[src/rtl/logistic_iter_ctrl.sv]
// Logistic-map sweep scheduler: x' = r*x*(1-x) per oscillator slot on one shared external
// multiplier, one sweep per epoch, r stepped after each completed sweep.
module logistic_iter_ctrl #(
   parameter int unsigned N_OSC    = 8,
   parameter int unsigned ITER_LEN = 15361,
   parameter int unsigned FRAC     = 16,
   parameter int unsigned R_INC    = 2,
   parameter int unsigned R_INIT   = 3 << FRAC,
   parameter int unsigned R_MAX    = (4 << FRAC) - 1,
   localparam int unsigned IDXW    = (N_OSC > 1) ? $clog2(N_OSC) : 1
) (
   input  logic                clk,
   input  logic                rst_n,
   input  logic                en,
   output logic                mul_req,
   output logic [FRAC+1:0]     mul_a,
   output logic [FRAC+1:0]     mul_b,
   input  logic                mul_ack,
   input  logic                mul_done,
   input  logic [2*FRAC+3:0]   mul_p,
   output logic                x_valid,
   output logic [IDXW-1:0]     x_idx,
   output logic [FRAC-1:0]     x_val,
   output logic [FRAC+1:0]     r_val,
   output logic                busy,
   output logic                overrun
);
   localparam int unsigned AW  = FRAC + 2;
   localparam int unsigned RW  = FRAC + 3;
   localparam int unsigned PW  = 2 * FRAC + 4;
   localparam int unsigned CW  = (ITER_LEN > 1) ? $clog2(ITER_LEN) : 1;
   localparam logic [AW-1:0] ONE = AW'(1 << FRAC);

   typedef enum logic [2:0] {
      S_IDLE, S_REQ1, S_WAIT1, S_REQ2, S_WAIT2, S_WRITE
   } state_t;

   state_t              state, state_d;
   logic [CW-1:0]       cnt;
   logic                tick;
   logic [IDXW-1:0]     slot, slot_d;
   logic [AW-1:0]       r, r_d, t, t_d;
   logic [FRAC-1:0]     x [N_OSC];
   logic                last_c, wr_x_c;
   logic [FRAC-1:0]     y_c, x_cur_c;
   logic                mul_req_d, x_valid_d, overrun_d;
   logic [AW-1:0]       mul_a_d, mul_b_d;
   logic [IDXW-1:0]     x_idx_d;
   logic [FRAC-1:0]     x_val_d;
   logic                unused_c;

   assign unused_c = ^{mul_p[FRAC-1:0], mul_p[PW-1:FRAC+AW]};
   assign r_val    = r;

   // Epoch counter; tick is a registered one-cycle pulse on wrap
   always_ff @(posedge clk or negedge rst_n) begin
      if (!rst_n) begin
         cnt  <= '0;
         tick <= 1'b0;
      end else begin
         tick <= 1'b0;
         if (en) begin
            if (cnt == CW'(ITER_LEN - 1)) begin
               cnt  <= '0;
               tick <= 1'b1;
            end else begin
               cnt <= cnt + CW'(1);
            end
         end
      end
   end

   always_ff @(posedge clk or negedge rst_n) begin
      if (!rst_n) state <= S_IDLE;
      else        state <= state_d;
   end

   always_comb begin
      state_d = state;
      case (state)
         S_IDLE:  if (tick)     state_d = S_REQ1;
         S_REQ1:  if (mul_ack)  state_d = S_WAIT1;
         S_WAIT1: if (mul_done) state_d = S_REQ2;
         S_REQ2:  if (mul_ack)  state_d = S_WAIT2;
         S_WAIT2: if (mul_done) state_d = S_WRITE;
         S_WRITE: state_d = last_c ? S_IDLE : S_REQ1;
         default: state_d = S_IDLE;
      endcase
   end

   // Next values of the datapath and of every registered output
   always_comb begin
      slot_d    = slot;
      r_d       = r;
      t_d       = t;
      wr_x_c    = 1'b0;
      mul_a_d   = mul_a;
      mul_b_d   = mul_b;
      x_valid_d = 1'b0;
      x_idx_d   = x_idx;
      x_val_d   = x_val;
      overrun_d = overrun | (tick && (state != S_IDLE));
      last_c    = (slot == IDXW'(N_OSC - 1));
      y_c       = mul_p[FRAC +: FRAC];
      if (y_c == '0) y_c = FRAC'(1);
      case (state)
         S_IDLE:  if (tick) slot_d = '0;
         S_WAIT1: if (mul_done) t_d = AW'(mul_p >> FRAC);
         S_WAIT2: begin
            if (mul_done) begin
               wr_x_c    = 1'b1;
               x_valid_d = 1'b1;
               x_idx_d   = slot;
               x_val_d   = y_c;
            end
         end
         S_WRITE: begin
            if (!last_c)                                  slot_d = slot + IDXW'(1);
            else if (RW'(r) + RW'(R_INC) > RW'(R_MAX))    r_d    = AW'(R_INIT);
            else                                          r_d    = r + AW'(R_INC);
         end
         default: ;
      endcase
      x_cur_c   = x[slot_d];
      mul_req_d = (state_d == S_REQ1) || (state_d == S_REQ2);
      if (state_d == S_REQ1) begin
         mul_a_d = AW'(x_cur_c);
         mul_b_d = ONE - AW'(x_cur_c);
      end else if (state_d == S_REQ2) begin
         mul_a_d = r;
         mul_b_d = t_d;
      end
   end

   always_ff @(posedge clk or negedge rst_n) begin
      if (!rst_n) begin
         slot    <= '0;
         r       <= AW'(R_INIT);
         t       <= '0;
         for (int i = 0; i < N_OSC; i++) x[i] <= FRAC'((i + 1) << (FRAC - 4));
         mul_req <= 1'b0;
         mul_a   <= '0;
         mul_b   <= '0;
         x_valid <= 1'b0;
         x_idx   <= '0;
         x_val   <= '0;
         busy    <= 1'b0;
         overrun <= 1'b0;
      end else begin
         slot    <= slot_d;
         r       <= r_d;
         t       <= t_d;
         if (wr_x_c) x[slot] <= y_c;
         mul_req <= mul_req_d;
         mul_a   <= mul_a_d;
         mul_b   <= mul_b_d;
         x_valid <= x_valid_d;
         x_idx   <= x_idx_d;
         x_val   <= x_val_d;
         busy    <= (state_d != S_IDLE);
         overrun <= overrun_d;
      end
   end
endmodule

[config.mk]
export PLATFORM = sky130hd
export DESIGN_NAME = logistic_iter_ctrl
export DESIGN_NICKNAME = d
export VERILOG_FILES = /design/src/rtl/logistic_iter_ctrl.sv
export SDC_FILE = /design/constraint.sdc
export NUM_CORES = 1
export LEC_CHECK = 0
export ABC_AREA = 1
export CAP_MARGIN = 30
export CELL_PAD_IN_SITES_DETAIL_PLACEMENT = 1
export CELL_PAD_IN_SITES_GLOBAL_PLACEMENT = 2
export CORE_UTILIZATION = 31
export DETAILED_ROUTE_END_ITERATION = 16
export HOLD_SLACK_MARGIN = 0.06
export MAX_ROUTING_LAYER = met4
export PLACE_DENSITY_LB_ADDON = 0.25
export SETUP_SLACK_MARGIN = 0.4
export SLEW_MARGIN = 20
export SYNTH_ARGS = -nofsm -noshare
export SYNTH_HDL_FRONTEND = slang
export SYNTH_SLANG_ARGS = --single-unit
[constraint.sdc]
create_clock -name clk -period 2.5 [get_ports clk]
set_clock_uncertainty 0.15 [all_clocks]
set_input_delay 0.5 -clock clk [delete_from_list [all_inputs] [get_ports clk]]
set_output_delay 0.5 -clock clk [all_outputs]
set_load 0.05 [all_outputs]
# == Yosys cells after proc, flatten, opt, wreduce, memory -nomap -nowiden ==
# Index checks and enable logic that the tools add are counted.
# word_totals
regBits,244
output_inout_bits,77
word_cells,82
# op_classes
n_addsub,5
n_lt_le_gt_ge,4
n_eq_ne,9
n_mux,29
bitwise,3
n_reduce_logical,10
# ops
operator,count
bitwise mux 128 bit,1
2-to-1 mux 18 bit,7
2-to-1 mux 16 bit,4
binary-select mux 16 bit (select 3 bit),1
demux 16 bit (select 3 bit),1
2-to-1 mux 3 bit,7
adder 18 x 2 -> 19 bit (second input constant),1
greater-than comparator 19 x 18 -> 1 bit (second input constant),1
adder 18 x 2 -> 18 bit (second input constant),1
one-hot mux 3 bit (6 select lines),1
subtractor 17 x 16 -> 18 bit (first input constant),1
zero test 16 bit,1
adder 14 x 1 -> 14 bit (second input constant),1
== test 14 bit (second input constant),1
2-to-1 mux 14 bit,1
== test 3 x 2 -> 1 bit (second input constant),3
== test 3 bit (second input constant),3
greater-or-equal comparator 4 bit (second input constant),2
inverter 3 -> 4 bit,2
== test 3 x 1 -> 1 bit (second input constant),2
one-hot mux 3 bit (2 select lines),1
nonzero test 3 bit,2
2-to-1 mux 1 bit,5
less-than comparator 4 x 1 -> 1 bit (second input constant),1
other kinds (7),9

# == Depth between registers and ports, before layout ==
# logic_depth
ltp_word,9
depth_mapped,20
mapped_depth_nobuf,19

# == Least setup slack after synthesis ==
# No wires, ideal clock.
# synth_path
path_type,reg-to-reg
from,register slot[0]
to,register mul_b[8]
arrival_ns,2.329
required_ns,2.223
setup_slack_ns,-0.106
stages_incl_launch_ff,20
path_buffers,1
synth_period_minus_slack_ns,2.606
path_cell_list,dfrtp_1 > ha_1 > nand2_1 > inv_1 > o21ai_1 > nand2_2 > nand2_4 > buf_2 > nand2_1 > o211ai_1 > nand3_1 > nand2_1 > ha_1 > nand2_2 > nor2_2 > inv_1 > nor2_2 > nand2_1 > nand2_1 > o21ai_1
# synth_between
elab_chain_cells,9
word_cells_on_any_way,16
cone_classes,add/sub: 2; eq/ne: 3; mux: 9; bitwise: 1; reduce/logical: 1
# synth_lines
item,line_no,text
from (decl),41,"logic [IDXW-1:0] slot, slot_d;"
from (signal assigned),150,slot <= slot_d;
adder 3 x 1 -> 3 bit or == test 3 bit (tied branches),"118, 103",
2-to-1 mux 3 bit,118,if (!last_c) slot_d = slot + IDXW'(1);
one-hot mux 3 bit (2 select lines),106,case (state)
inverter 3 -> 4 bit (not written as such),124,x_cur_c = x[slot_d];
binary-select mux 16 bit (select 3 bit),124,
2-to-1 mux 16 bit (not written as such) (2 in series),124,
subtractor 17 x 16 -> 18 bit,128,mul_b_d = ONE - AW'(x_cur_c);
2-to-1 mux 18 bit,126,if (state_d == S_REQ1) begin
to (signal assigned),156,mul_b <= mul_b_d;
to (decl),17,"output logic [FRAC+1:0] mul_b,"
# Parallel ways exist; a longest one is shown, timed or not. The select of a mux whose other input is x is not followed.
# A chain may end at the register's enable or synchronous reset.

# == Final worst setup path ==
# layout_path
from,register state[2]
to,register mul_b[16]
# layout_between
elab_chain_cells,8
word_cells_on_any_way,24
cone_classes,add/sub: 1; eq/ne: 7; mux: 13; bitwise: 1; reduce/logical: 2
# layout_lines
item,line_no,text
from (decl),38,"state_t state, state_d;"
from (signal assigned),75,else state <= state_d;
== test 3 bit or zero test 3 bit (tied branches),"80, 106",
one-hot mux 3 bit (2 select lines),106,
inverter 3 -> 4 bit (not written as such),124,
binary-select mux 16 bit (select 3 bit),124,
2-to-1 mux 16 bit (not written as such) (2 in series),124,
subtractor 17 x 16 -> 18 bit,128,
2-to-1 mux 18 bit,126,
# Parallel ways exist; a longest one is shown, timed or not. The select of a mux whose other input is x is not followed.

==> metrics.md <==
| Metric | Value |
|---|---|
| Status | finished with violations |
| Failing checks | negative setup slack |
| First-pass DRT Iterations | 5 |
| Htree depth | 1 |
| Total congestion overflow | 0 |
| Most frequent cells in the layout | 268 x nand2_1, 225 x dfrtp_1, 172 x inv_1, 152 x buf_4, 137 x nand3_1 |
| Core ar. | approximately 37000 sq um |
| Post-synth cell types | between 40 and 50 |
| Vias in the first global route | roughly 12000 |
| Clock sink total | about 240 |
| Ranking of synthesized cells by area | dfrtp_1 49%, nand2_1 11%, nand3_1 6.8%, o21ai_0 6.7%, inv_1 6.1% |
| Number of max-cap violations | 0 |
| IR drop worst, VDD | just over 0.0006 V |
| Tot GR Track Use | 23.4% |
| Seq/Total Area, Yosys | about 52% |
| Post-synthesis cell area | between 10000 and 15000 sq um |
| Comb pwr share | 53.5% |
| Async S/R FF share, synth | 100% |
| CP Data Required Time | between 2 and 3 ns |
| Die area | roughly 38000 sq um |
| P&R area growth vs syn | 50.8% |
| Non-filler cells, final | ~2200 |
| Max FO, Critical Path | 8 |
| DRT antenna net count | 0 |
| Vias | around 11000 |
| Clk_lat worst skew | about 0.57 ns |
| RSZ-0062 raised after global routing | yes |
| Worst Path Arrival | around 3.3 ns |
| Multi-input logic area | around 5500 sq um |
| Largest net degree at the start of global routing | 64 |
| Die Y | 196 um |
| DRT iter0 DRCs | between 500 and 600 |
| WL per Instance | ~21 um |
| Worst slew pin tran | approximately 0.65 ns |
| Die Span X | ~200 um |
| Mean Syn Cell Area | 8.01 sq um |
| Sequential cell area | 6100 sq um |
| Setup-failing EPs final | 23 |
| Starting Density | a little under a third |
| Worst path cell trace | buf_6 -> inv_4 -> nor2_4 -> nand2_2 -> nand2_4 -> nand2_8 -> buf_8 -> o211ai_1 -> nand3_2 -> nand2_4 -> ha_4 -> nand2_4 -> nor2_4 -> inv_2 -> nor2_4 -> nand4_1 -> a21oi_1 |
| Setup ws final | -0.433 ns |
| Layout cells sized above 1 | 34.2% |
| # rows | 70 |
| Yosys reg bits | 243 |
| P_sw | between 9 and 10 mW |
| Longest Clk Path Bufs | 3 |
| Rel. slew slack | between 50% and 60% |
| WP buf/inv | 4 |
| Most common flop cell mapped by yosys | dfrtp_1 |
| Syn_nets | 1500 |
| Gpl congestion | between 0.8 and 0.9 |
| Clk pwr share | between 20% and 30% |
| CP peak stage delay | around 0.45 ns |
| DR DRC count | 0 |
| CTS tree | yes |
| Worst setup path category | reg2reg |
| TritonCTS buffer count | 29 |
| Post-synth EDFFs | 0 |
| Cell Int Power | around 12 mW |
| Post-placement cell count | roughly 2100 |
| IO Port Bufs | around 100 |
| Synth area leader | dfrtp_1 |
| Tcrit/Tclk final | 117% |
| Pwr/cell area | between 1000 and 1500 nW/um^2 |
| Synthesized instance count | roughly 1500 |
| Net Sw Frac | 43.7% |
| Final slew viol count | 0 |
| CTS clock-pin slew for the worst setup and hold paths | ~0.060 ns |
| Sequential share of power | approximately a quarter |
| Nets | approximately 1800 |
| Final min period | around 2.9 ns |
| Peak Freq | 341 MHz |
| Yosys warnings | 0 |
| Dominant delay contributor by cell family on the critical path | simple AND/OR/NAND/NOR gates |
| Worst path slowest cell | dfrtp_2 |
| Initial antenna violation count | 1 |
| CP startpoint kind | flip-flop |
| Endpoint type of the worst setup path | flip-flop |
| Vias per cell | 5.10 |
| I/O Pins | ~120 |
| Setup_tns | -5.86 ns |
| First-pass GRT wire length | roughly 67000 um |
| # fillers | about 4300 |
| Detailed placement HPWL | between 20000 and 30000 um |
| Post-synth top area share | 49.0% |
| Hold_ws | between 0.2 and 0.3 ns |
| Hold Violations, Final | 0 |
| Routed WL | 47500 um |
| Most common cell after layout, fill and taps aside | nand2_1 |
| Leak | roughly 8.2 nW |
| Root buffer cell | clkbuf_16 |
| Worst Hold Class | in2async |
==> sequential cells by signal, summed over array words and instances, names as in the netlist, 14 cells and up <==
name   cells
cnt       14
mul_a     18
mul_b     18
r_val     17
t         18
x        128
x_val     16
==> power by group through the flow <==
stage,Combinational (mW),Sequential (mW),Clock [mW]
2_1_floorplan,3.98,6.81,0
3_3_place_gp,9.22,5.58,0
3_5_place_dp,9.36,5.60,0
4_1_cts,10.6,5.56,4.31
5_1_grt,12.0,5.69,4.43
6_report,11.2,5.58,4.20
==> final timing paths <==
kind / from / slack (ns) / to / depth (start not counted)
max in group asynchronous: rst_n / 1.14 / r_val[17]$_DFFE_PN1P_ / 3
min in group clk: overrun$_DFF_PN0_ / 0.33 / overrun$_DFF_PN0_ / 2
hold reg to reg: overrun$_DFF_PN0_ / 0.33 / overrun$_DFF_PN0_ / 2
hold / removal: rst_n / 0.29 / x[106]$_DFFE_PN0P_ / 2
setup reg to reg: state[2]$_DFF_PN0_ / -0.43 / mul_b[16]$_DFFE_PN0P_ / 17
setup / recovery: state[2]$_DFF_PN0_ / -0.43 / mul_b[16]$_DFFE_PN0P_ / 17
==> cells in the mapped netlist (3+ instances only) <==
cell type	count
buf_1	3
clkinv_1	3
nor2_1	83
o211ai_1	6
a21oi_1	45
dfstp_2	15
inv_2	7
nor3_1	16
o21ai_0	157
o21ai_1	6
nand3_1	159
buf_4	7
a22oi_1	24
buf_2	20
a211oi_1	3
dfrtp_1	228
or2_2	3
inv_1	188
clkbuf_1	48
nor2_2	8
a221oi_1	3
nor4_1	14
a221o_1	3
and2_1	3
nand2_2	5
xor2_1	5
ha_1	6
nand2_1	347
nand4_1	15
==> final cells by class <==
cell class	instances	area share [%]
Inverter	198	4.32
Clock buffer	37	4.48
Antenna cell	1	0.0143
Multi-Input combinational cell	932	31.3
Tap cell	468	3.34
Sequential cell	243	34.8
Timing Repair Buffer	336	20.9
Clock inverter	16	0.798
==> per-stage QoR <==
step	area, sq um	setup slack (ns)	total power, mW	utilization, %
global route	17600	-0.547	22.2	47.7
CTS	16400	-0.226	20.5	44.6
detailed placement	14300	-0.399	15.0	38.9
global placement	14300	-0.338	14.8	38.9
floorplan	11700	0.0380	10.8	-
finish	17600	-0.433	21.0	47.7
==> logic make-up (layout without fill, tap and decap cells) <==
group                      count (synthesis)  after routing  synth area share [%]
and+or+nand+nor                          660            660                  24.5
buffers and inverters                    278            587                  9.53
AOI/OAI and AO/OA                        254            254                  12.0
DFF                                      243            243                  52.4
xor gates and xnor gates                   7              7                 0.527
adders and majority gates                  6              6                 0.645
muxes                                      4              4                 0.365
other                                      1              2                0.0322
==> layer usage <==
metal	up-vias	part of all wire, %	global-route usage, %
met5	-	0	-
met3	100	4.4	3.23
met1	5732	45	30.3
li1	5305	-	-
met2	249	48	38.0
met4	0	3.2	7.15
==> repair_timing <==
item,4_1_cts,5_1_grt
gates cloned,7,14
endpoints found under the hold margin,70,0
hold buffers,1,0
setup buffers,39,28
pin swaps,53,52
gates resized for setup,408,238
setup endpoints to repair,208,196
No activity file was read; power rests on OpenSTA's default activity.
